## src/rtl/pin_debounce.sv

```systemverilog
// pin_debounce: sync, debounce and edge/press detection for one raw board pin.
// Ports: clk, rst (sync, active-high), pin_in (raw async), count_clr ->
//   level (debounced), rise_pulse, fall_pulse, press_count[CNT_W], long_press.
// Build option: define LONG_PRESS_EN to build the hold counter behind
//   long_press; without it long_press is tied to 0 and the ports are unchanged.
module pin_debounce #(
  parameter int DEBOUNCE_CYCLES = 16630,
  parameter bit ACTIVE_LOW      = 1'b0,
  parameter bit RESET_LEVEL     = 1'b0,
  parameter int CNT_W           = 8,
  parameter int LONG_CYCLES     = 16630000
) (
  input  logic             clk,
  input  logic             rst,
  input  logic             pin_in,
  input  logic             count_clr,
  output logic             level,
  output logic             rise_pulse,
  output logic             fall_pulse,
  output logic [CNT_W-1:0] press_count,
  output logic             long_press
);

  localparam int TW = $clog2(DEBOUNCE_CYCLES);
  localparam logic [TW-1:0] T_LAST = TW'(DEBOUNCE_CYCLES - 1);
  localparam logic ACT_LVL = ~ACTIVE_LOW;

  typedef enum logic {
    ST_STABLE   = 1'b0,
    ST_SETTLING = 1'b1
  } state_t;

  state_t          state_q;
  state_t          state_d;
  logic [TW-1:0]   timer_q;
  logic [TW-1:0]   timer_d;
  logic            sync0_q;
  logic            sync1_q;
  logic            level_q;
  logic            level_d;
  logic            rise_q;
  logic            fall_q;
  logic            accept;
  logic            press_evt;
  logic [CNT_W-1:0] cnt_q;

  // Two-flop synchroniser; only sync1_q is seen by the FSM.
  always_ff @(posedge clk) begin
    if (rst) begin
      sync0_q <= RESET_LEVEL;
      sync1_q <= RESET_LEVEL;
    end else begin
      sync0_q <= pin_in;
      sync1_q <= sync0_q;
    end
  end

  always_ff @(posedge clk) begin
    if (rst) begin
      state_q <= ST_STABLE;
      timer_q <= '0;
      level_q <= RESET_LEVEL;
    end else begin
      state_q <= state_d;
      timer_q <= timer_d;
      level_q <= level_d;
    end
  end

  // A differing sample starts a settle window; any sample that
  // returns to the current level aborts it, so each bounce
  // restarts the window from zero.
  always_comb begin
    state_d = state_q;
    timer_d = timer_q;
    level_d = level_q;
    accept  = 1'b0;
    unique case (state_q)
      ST_STABLE: begin
        if (sync1_q != level_q) begin
          state_d = ST_SETTLING;
          timer_d = '0;
        end
      end
      ST_SETTLING: begin
        if (sync1_q == level_q) begin
          state_d = ST_STABLE;
        end else if (timer_q == T_LAST) begin
          accept  = 1'b1;
          level_d = sync1_q;
          state_d = ST_STABLE;
        end else begin
          timer_d = timer_q + 1'b1;
        end
      end
      default: begin
        state_d = ST_STABLE;
      end
    endcase
  end

  assign press_evt = accept & (sync1_q == ACT_LVL);

  // Pulses are registered alongside level so they line up
  // with the cycle in which level changes.
  always_ff @(posedge clk) begin
    if (rst) begin
      rise_q <= 1'b0;
      fall_q <= 1'b0;
    end else begin
      rise_q <= accept & sync1_q;
      fall_q <= accept & ~sync1_q;
    end
  end

  // A clear coinciding with a press still counts that press.
  always_ff @(posedge clk) begin
    if (rst) begin
      cnt_q <= '0;
    end else if (count_clr) begin
      cnt_q <= press_evt ? CNT_W'(1) : '0;
    end else if (press_evt) begin
      cnt_q <= cnt_q + 1'b1;
    end
  end

`ifdef LONG_PRESS_EN
  localparam int HW = $clog2(LONG_CYCLES + 1);
  localparam logic [HW-1:0] H_MAX = HW'(LONG_CYCLES);
  localparam logic [HW-1:0] H_HIT = HW'(LONG_CYCLES - 1);

  logic [HW-1:0] hold_q;
  logic [HW-1:0] hold_d;
  logic          lp_q;
  logic          lp_d;
  logic          held;

  // Level is active and not being released this cycle.
  assign held = (level_q == ACT_LVL) & ~accept;

  always_comb begin
    hold_d = '0;
    lp_d   = 1'b0;
    if (press_evt) begin
      hold_d = '0;
    end else if (held) begin
      hold_d = (hold_q == H_MAX) ? hold_q : hold_q + 1'b1;
    end
    // Counter only passes H_HIT once per press, so one pulse.
    if ((press_evt | held) && hold_d == H_HIT) begin
      lp_d = 1'b1;
    end
  end

  always_ff @(posedge clk) begin
    if (rst) begin
      hold_q <= '0;
      lp_q   <= 1'b0;
    end else begin
      hold_q <= hold_d;
      lp_q   <= lp_d;
    end
  end

  assign long_press = lp_q;
`else
  // Always 0 for any legal LONG_CYCLES; keeps the parameter referenced.
  assign long_press = (LONG_CYCLES < 0);
`endif

  assign level       = level_q;
  assign rise_pulse  = rise_q;
  assign fall_pulse  = fall_q;
  assign press_count = cnt_q;

endmodule

```

## config.mk

```make
export PLATFORM = sky130hd
export DESIGN_NAME = pin_debounce
export DESIGN_NICKNAME = d
export VERILOG_FILES = /design/src/rtl/pin_debounce.sv
export SDC_FILE = /design/constraint.sdc
export NUM_CORES = 1
export LEC_CHECK = 0
export BUFFER_PORTS_ARGS = -buffer_cell sky130_fd_sc_hd__buf_4
export CORE_MARGIN = 1
export CORE_UTILIZATION = 58
export CTS_CLUSTER_SIZE = 8
export DETAILED_ROUTE_END_ITERATION = 10
export GPL_ROUTABILITY_DRIVEN = 0
export HOLD_SLACK_MARGIN = 0.1
export MAX_ROUTING_LAYER = met4
export PLACE_DENSITY = 0.79
export SYNTH_ARGS = -nofsm -noshare
export SYNTH_HDL_FRONTEND = slang
export SYNTH_SLANG_ARGS = --single-unit
```

## constraint.sdc

```tcl
create_clock -name clk -period 7.2 [get_ports clk]
set_clock_uncertainty 0.2 [all_clocks]
set_input_delay 1.44 -clock clk [delete_from_list [all_inputs] [get_ports clk]]
set_output_delay 1.44 -clock clk [all_outputs]
set_load 0.1 [all_outputs]
```

==> summary by stage <==
Status
The flow ran to the end, and the final reports show no timing, DRC or antenna violations.

Drt
The remaining number of nets flagged by the antenna check after routing is 0. In this run, the number of DRC markers left after iteration 0 of detailed routing was 80. The post-detailed-routing wire length is 2930 um.

Using the TritonRoute via totals, the vias-per-cell ratio works out to ~6.4. Dividing the detail-routed wire length by the instance count gives 13.6 um. Detailed routing inserted a total of 1383 vias. The count of TritonRoute iterations in the first routing pass is 4. The remaining design rule violation count is 0.

Synth
Synthesis produced a netlist with a net count of about 180. The number of synthesized flops with an enable pin is 0. The commonest cells after synthesis are sky130_fd_sc_hd__dfxtp_1, sky130_fd_sc_hd__inv_1, sky130_fd_sc_hd__nand3_1, sky130_fd_sc_hd__nand4_1, sky130_fd_sc_hd__or4_1. The netlist area before placement is ~1500 um^2.

Counting flops with an async set or reset pin after synthesis yields a share of 0%. In the synthesized netlist the dominant register cell turns out to be sky130_fd_sc_hd__dfxtp_1. The average instance in the mapped netlist occupies roughly 8.4 um^2.

Yosys printed 0 warnings. In the post-synthesis netlist, the biggest area contributors are sky130_fd_sc_hd__dfxtp_1, sky130_fd_sc_hd__or4_1, sky130_fd_sc_hd__nand4_1, sky130_fd_sc_hd__o221ai_1, sky130_fd_sc_hd__nand3_1. The sequential-to-total area share from yosys stat is 39.3%. The count of unique library cells instantiated by Yosys is 38.

The library cell occupying the most area in the post-synthesis netlist is sky130_fd_sc_hd__dfxtp_1. The synthesis-stage register bit count is 29. In this run the biggest area consumer among cell types represents 39.3% of the synthesized area. By instance count, the leading cell after synthesis is sky130_fd_sc_hd__dfxtp_1. After technology mapping, the gate count stands at between 150 and 200.

Timing
Setup repair after global routing left no endpoint under its margin. The slew at the pin closest to its max-slew limit is approximately 1.1 ns. Static timing analysis puts the maximum clock frequency at between 300 and 400 MHz. Setup violations remaining at the end of the flow were counted as 0. The clock period could shrink to 2.75 ns. The relative max-transition margin is slightly below 30%.

The final number of max-transition violations came to 0. Dividing the final minimum period by the clock period gives a little under two fifths. The final number of hold-violating endpoints is 0.

For the final routed database, the setup TNS stands at 0 ns. The worst hold slack is approximately 0.25 ns.

Setup path
The longest individual stage delay on the worst path is 0.44 ns. Measured in cells, the most critical reg-to-reg path has a length of 4. The critical path in this run is classified as reg -> out.

The buffer and inverter count on the worst path is 1. The critical path goes through buf_4. The launching element type of the critical path is a flop. The endpoint identified for the worst register-to-register timing path is timer_q[13]. Data on the critical path is required at its endpoint by between 5 and 6 ns. The largest fanout on the critical path is 7. The critical path's slowest cell is sky130_fd_sc_hd__dfxtp_1.

The worst flop-to-flop path startpoint is timer_q[8]. The minimum setup slack among reg-to-reg paths is about 4.5 ns. The kind of end point of the critical path is an output port. The cell class contributing the biggest share of worst-path delay is flip-flops. Data arrives at the worst endpoint at about 1.1 ns.

Placed design
The HPWL after detailed placement is about 2000 um. After detailed placement, the design holds a cell count of ~210. The number of buffer cells added on primary ports is 14.

Hold path
The startpoint identified for the worst hold timing path is sync0_q. The worst hold path belongs to the class reg -> reg. The hold path depth is 1. The worst-case hold path end point is sync1_q.

Cells and area
The share of post-route cells with drive strength above 1 is between 10% and 20%. The count of non-filler cells in the finished layout is ~220. Compared with the post-synthesis result, the final layout area differs by 11.3%. The total number of nets in the final design is around 190. The filler cell count in the final layout is 179.

The repair_antennas step left the layout with diodes totalling 0.

Floorplanning
The floorplan step defined a die boundary enclosing roughly 2800 um^2. The die width is ~52 um. The die is 52.5 um tall. Once the floorplan was initialized, standard cells occupied ~64% of the core.

The site row count is 17. The core area is approximately 2300 um^2. During I/O placement, the number of pins put on the boundary was 16.

GRT
The global-route congestion overflow total is 0. The via count of the first global-routing pass is between 1000 and 1500. Global routing used 25.9% of the available tracks across all layers.

Entering global routing, the biggest net connects 17 pins. The number of antenna violations at the first check in global routing was 0. The first-pass GRT wire length is ~5000 um.

CTS
The clock net in this run drives a total of 29 sinks. The tree is rooted in a sky130_fd_sc_hd__clkbuf_4. The total number of H-tree levels is 2. Buffers inserted during clock tree synthesis total 5. The count of instances resized after the clock tree is built is 0. The clock-pin slew of the registers on the worst-case setup and hold paths is about 0.10 ns. TritonCTS built the clock tree. The number of buffers between clock root and the deepest sink is 2.

The number of buffers inserted for hold repair after clock tree synthesis is 0. The later pin in the worst-skew pair is clocked with a latency of about 0.33 ns. The total setup buffers inserted after CTS is 0.

Power and ir drop
The part of the power in combinational logic is 3.1%. The total leakage power is around 0.5 nW. After layout, the design draws a total of 0.000283 W. The cell-internal power is between 0.0002 and 0.00025 W. The share of power burned in registers is 57.1%. The clock network burns about two fifths of the power.

In this run the power spent charging and discharging nets is around 0.000063 W. The total power divided by cell area is between 150 and 200 nW/um^2. The maximum VDD drop is approximately 140 uV. In this run switching power makes up around 22% of total power.

Job
The number of maximum-capacitance violations is 0.
## how the worst max path moves through the flow
stage / startpoint / to / cells after the start / slack [ns]
final: press_count[2] / press_count[2] / 1 / 4.45
after global routing: timer_q[8] / timer_q[4] / 4 / 4.26
after CTS: timer_q[8] / timer_q[5] / 4 / 4.43
after detailed placement: rst / timer_q[12] / 5 / 4.21
after global placement: rst / timer_q[12] / 5 / 4.24
after floorplan: rst / timer_q[12] / 3 / 4.44
## cells in the final DEF (no fill, tap or decap), drive strengths merged, types with 3 or more instances in the layout
cell type	synthesis	final
nor2b	4	4
o211ai	4	4
or4	11	11
nor4	5	5
clkbuf	7	7
a21oi	9	9
nand2	9	9
o221ai	7	7
nand3	11	11
inv	14	14
o31ai	5	5
dfxtp	29	29
nand2b	5	5
buf	3	15
nand4	11	11
or2	3	3
o21ai	8	8
ha	3	3
nor3	5	5
## per-layer routing
layer,up-vias,global-route usage (%),wire length [um]
li1,688,-,-
met1,652,32.3,1400
met2,39,38.0,1350
met3,4,8.70,146
met4,0,11.4,34
met5,-,-,0
## cell families (layout without fill, tap and decap cells)
kind of cell / Yosys count / after routing / synth area share [%]
muxes: 2 / 2 / 1.35
adders and majority gates: 3 / 3 / 2.54
other: 1 / 1 / 0.254
DFF: 29 / 29 / 39.3
buffers and inverters: 24 / 37 / 6.94
AOI/OAI and AO/OA: 41 / 41 / 18.4
and+or+nand+nor: 73 / 73 / 30.1
xor gates and xnor gates: 2 / 2 / 1.19
## layout make-up
| class | instances | area (um^2) | area share [%] |
|---|---|---|---|
| Multi-Input combinational cell | 122 | 795 | 48.3 |
| Sequential cell | 29 | 581 | 35.3 |
| Timing Repair Buffer | 15 | 113 | 6.84 |
| Clock buffer | 7 | 65.1 | 3.95 |
| Inverter | 14 | 52.6 | 3.19 |
| Tap cell | 28 | 35.0 | 2.13 |
| Clock inverter | 1 | 5.00 | 0.304 |
## power groups by stage
stage,registers [W],clock network [W],logic (W)
floorplan,0.000165,0,0.00000705
global route,0.000162,0.000121,0.00000954
detailed placement,0.000165,0,0.00000870
global placement,0.000165,0,0.00000861
CTS,0.000162,0.000115,0.00000874
finish,0.000162,0.000113,0.00000869
## flip-flops by register name, indices dropped and copies added, names as in the netlist
register / flops
timer_q: 15
press_count: 8
fall_pulse: 1
level: 1
rise_pulse: 1
state_q: 1
sync0_q: 1
sync1_q: 1
## metrics by stage
step	utilization, %	worst slack, ns	area (um^2)
2_1_floorplan	-	4.44	1480
3_3_place_gp	68.6	4.24	1580
3_5_place_dp	68.6	4.21	1580
4_1_cts	71.6	4.43	1650
5_1_grt	71.6	4.26	1650
6_report	71.6	4.45	1650
No activity file was read; power rests on OpenSTA's default activity.
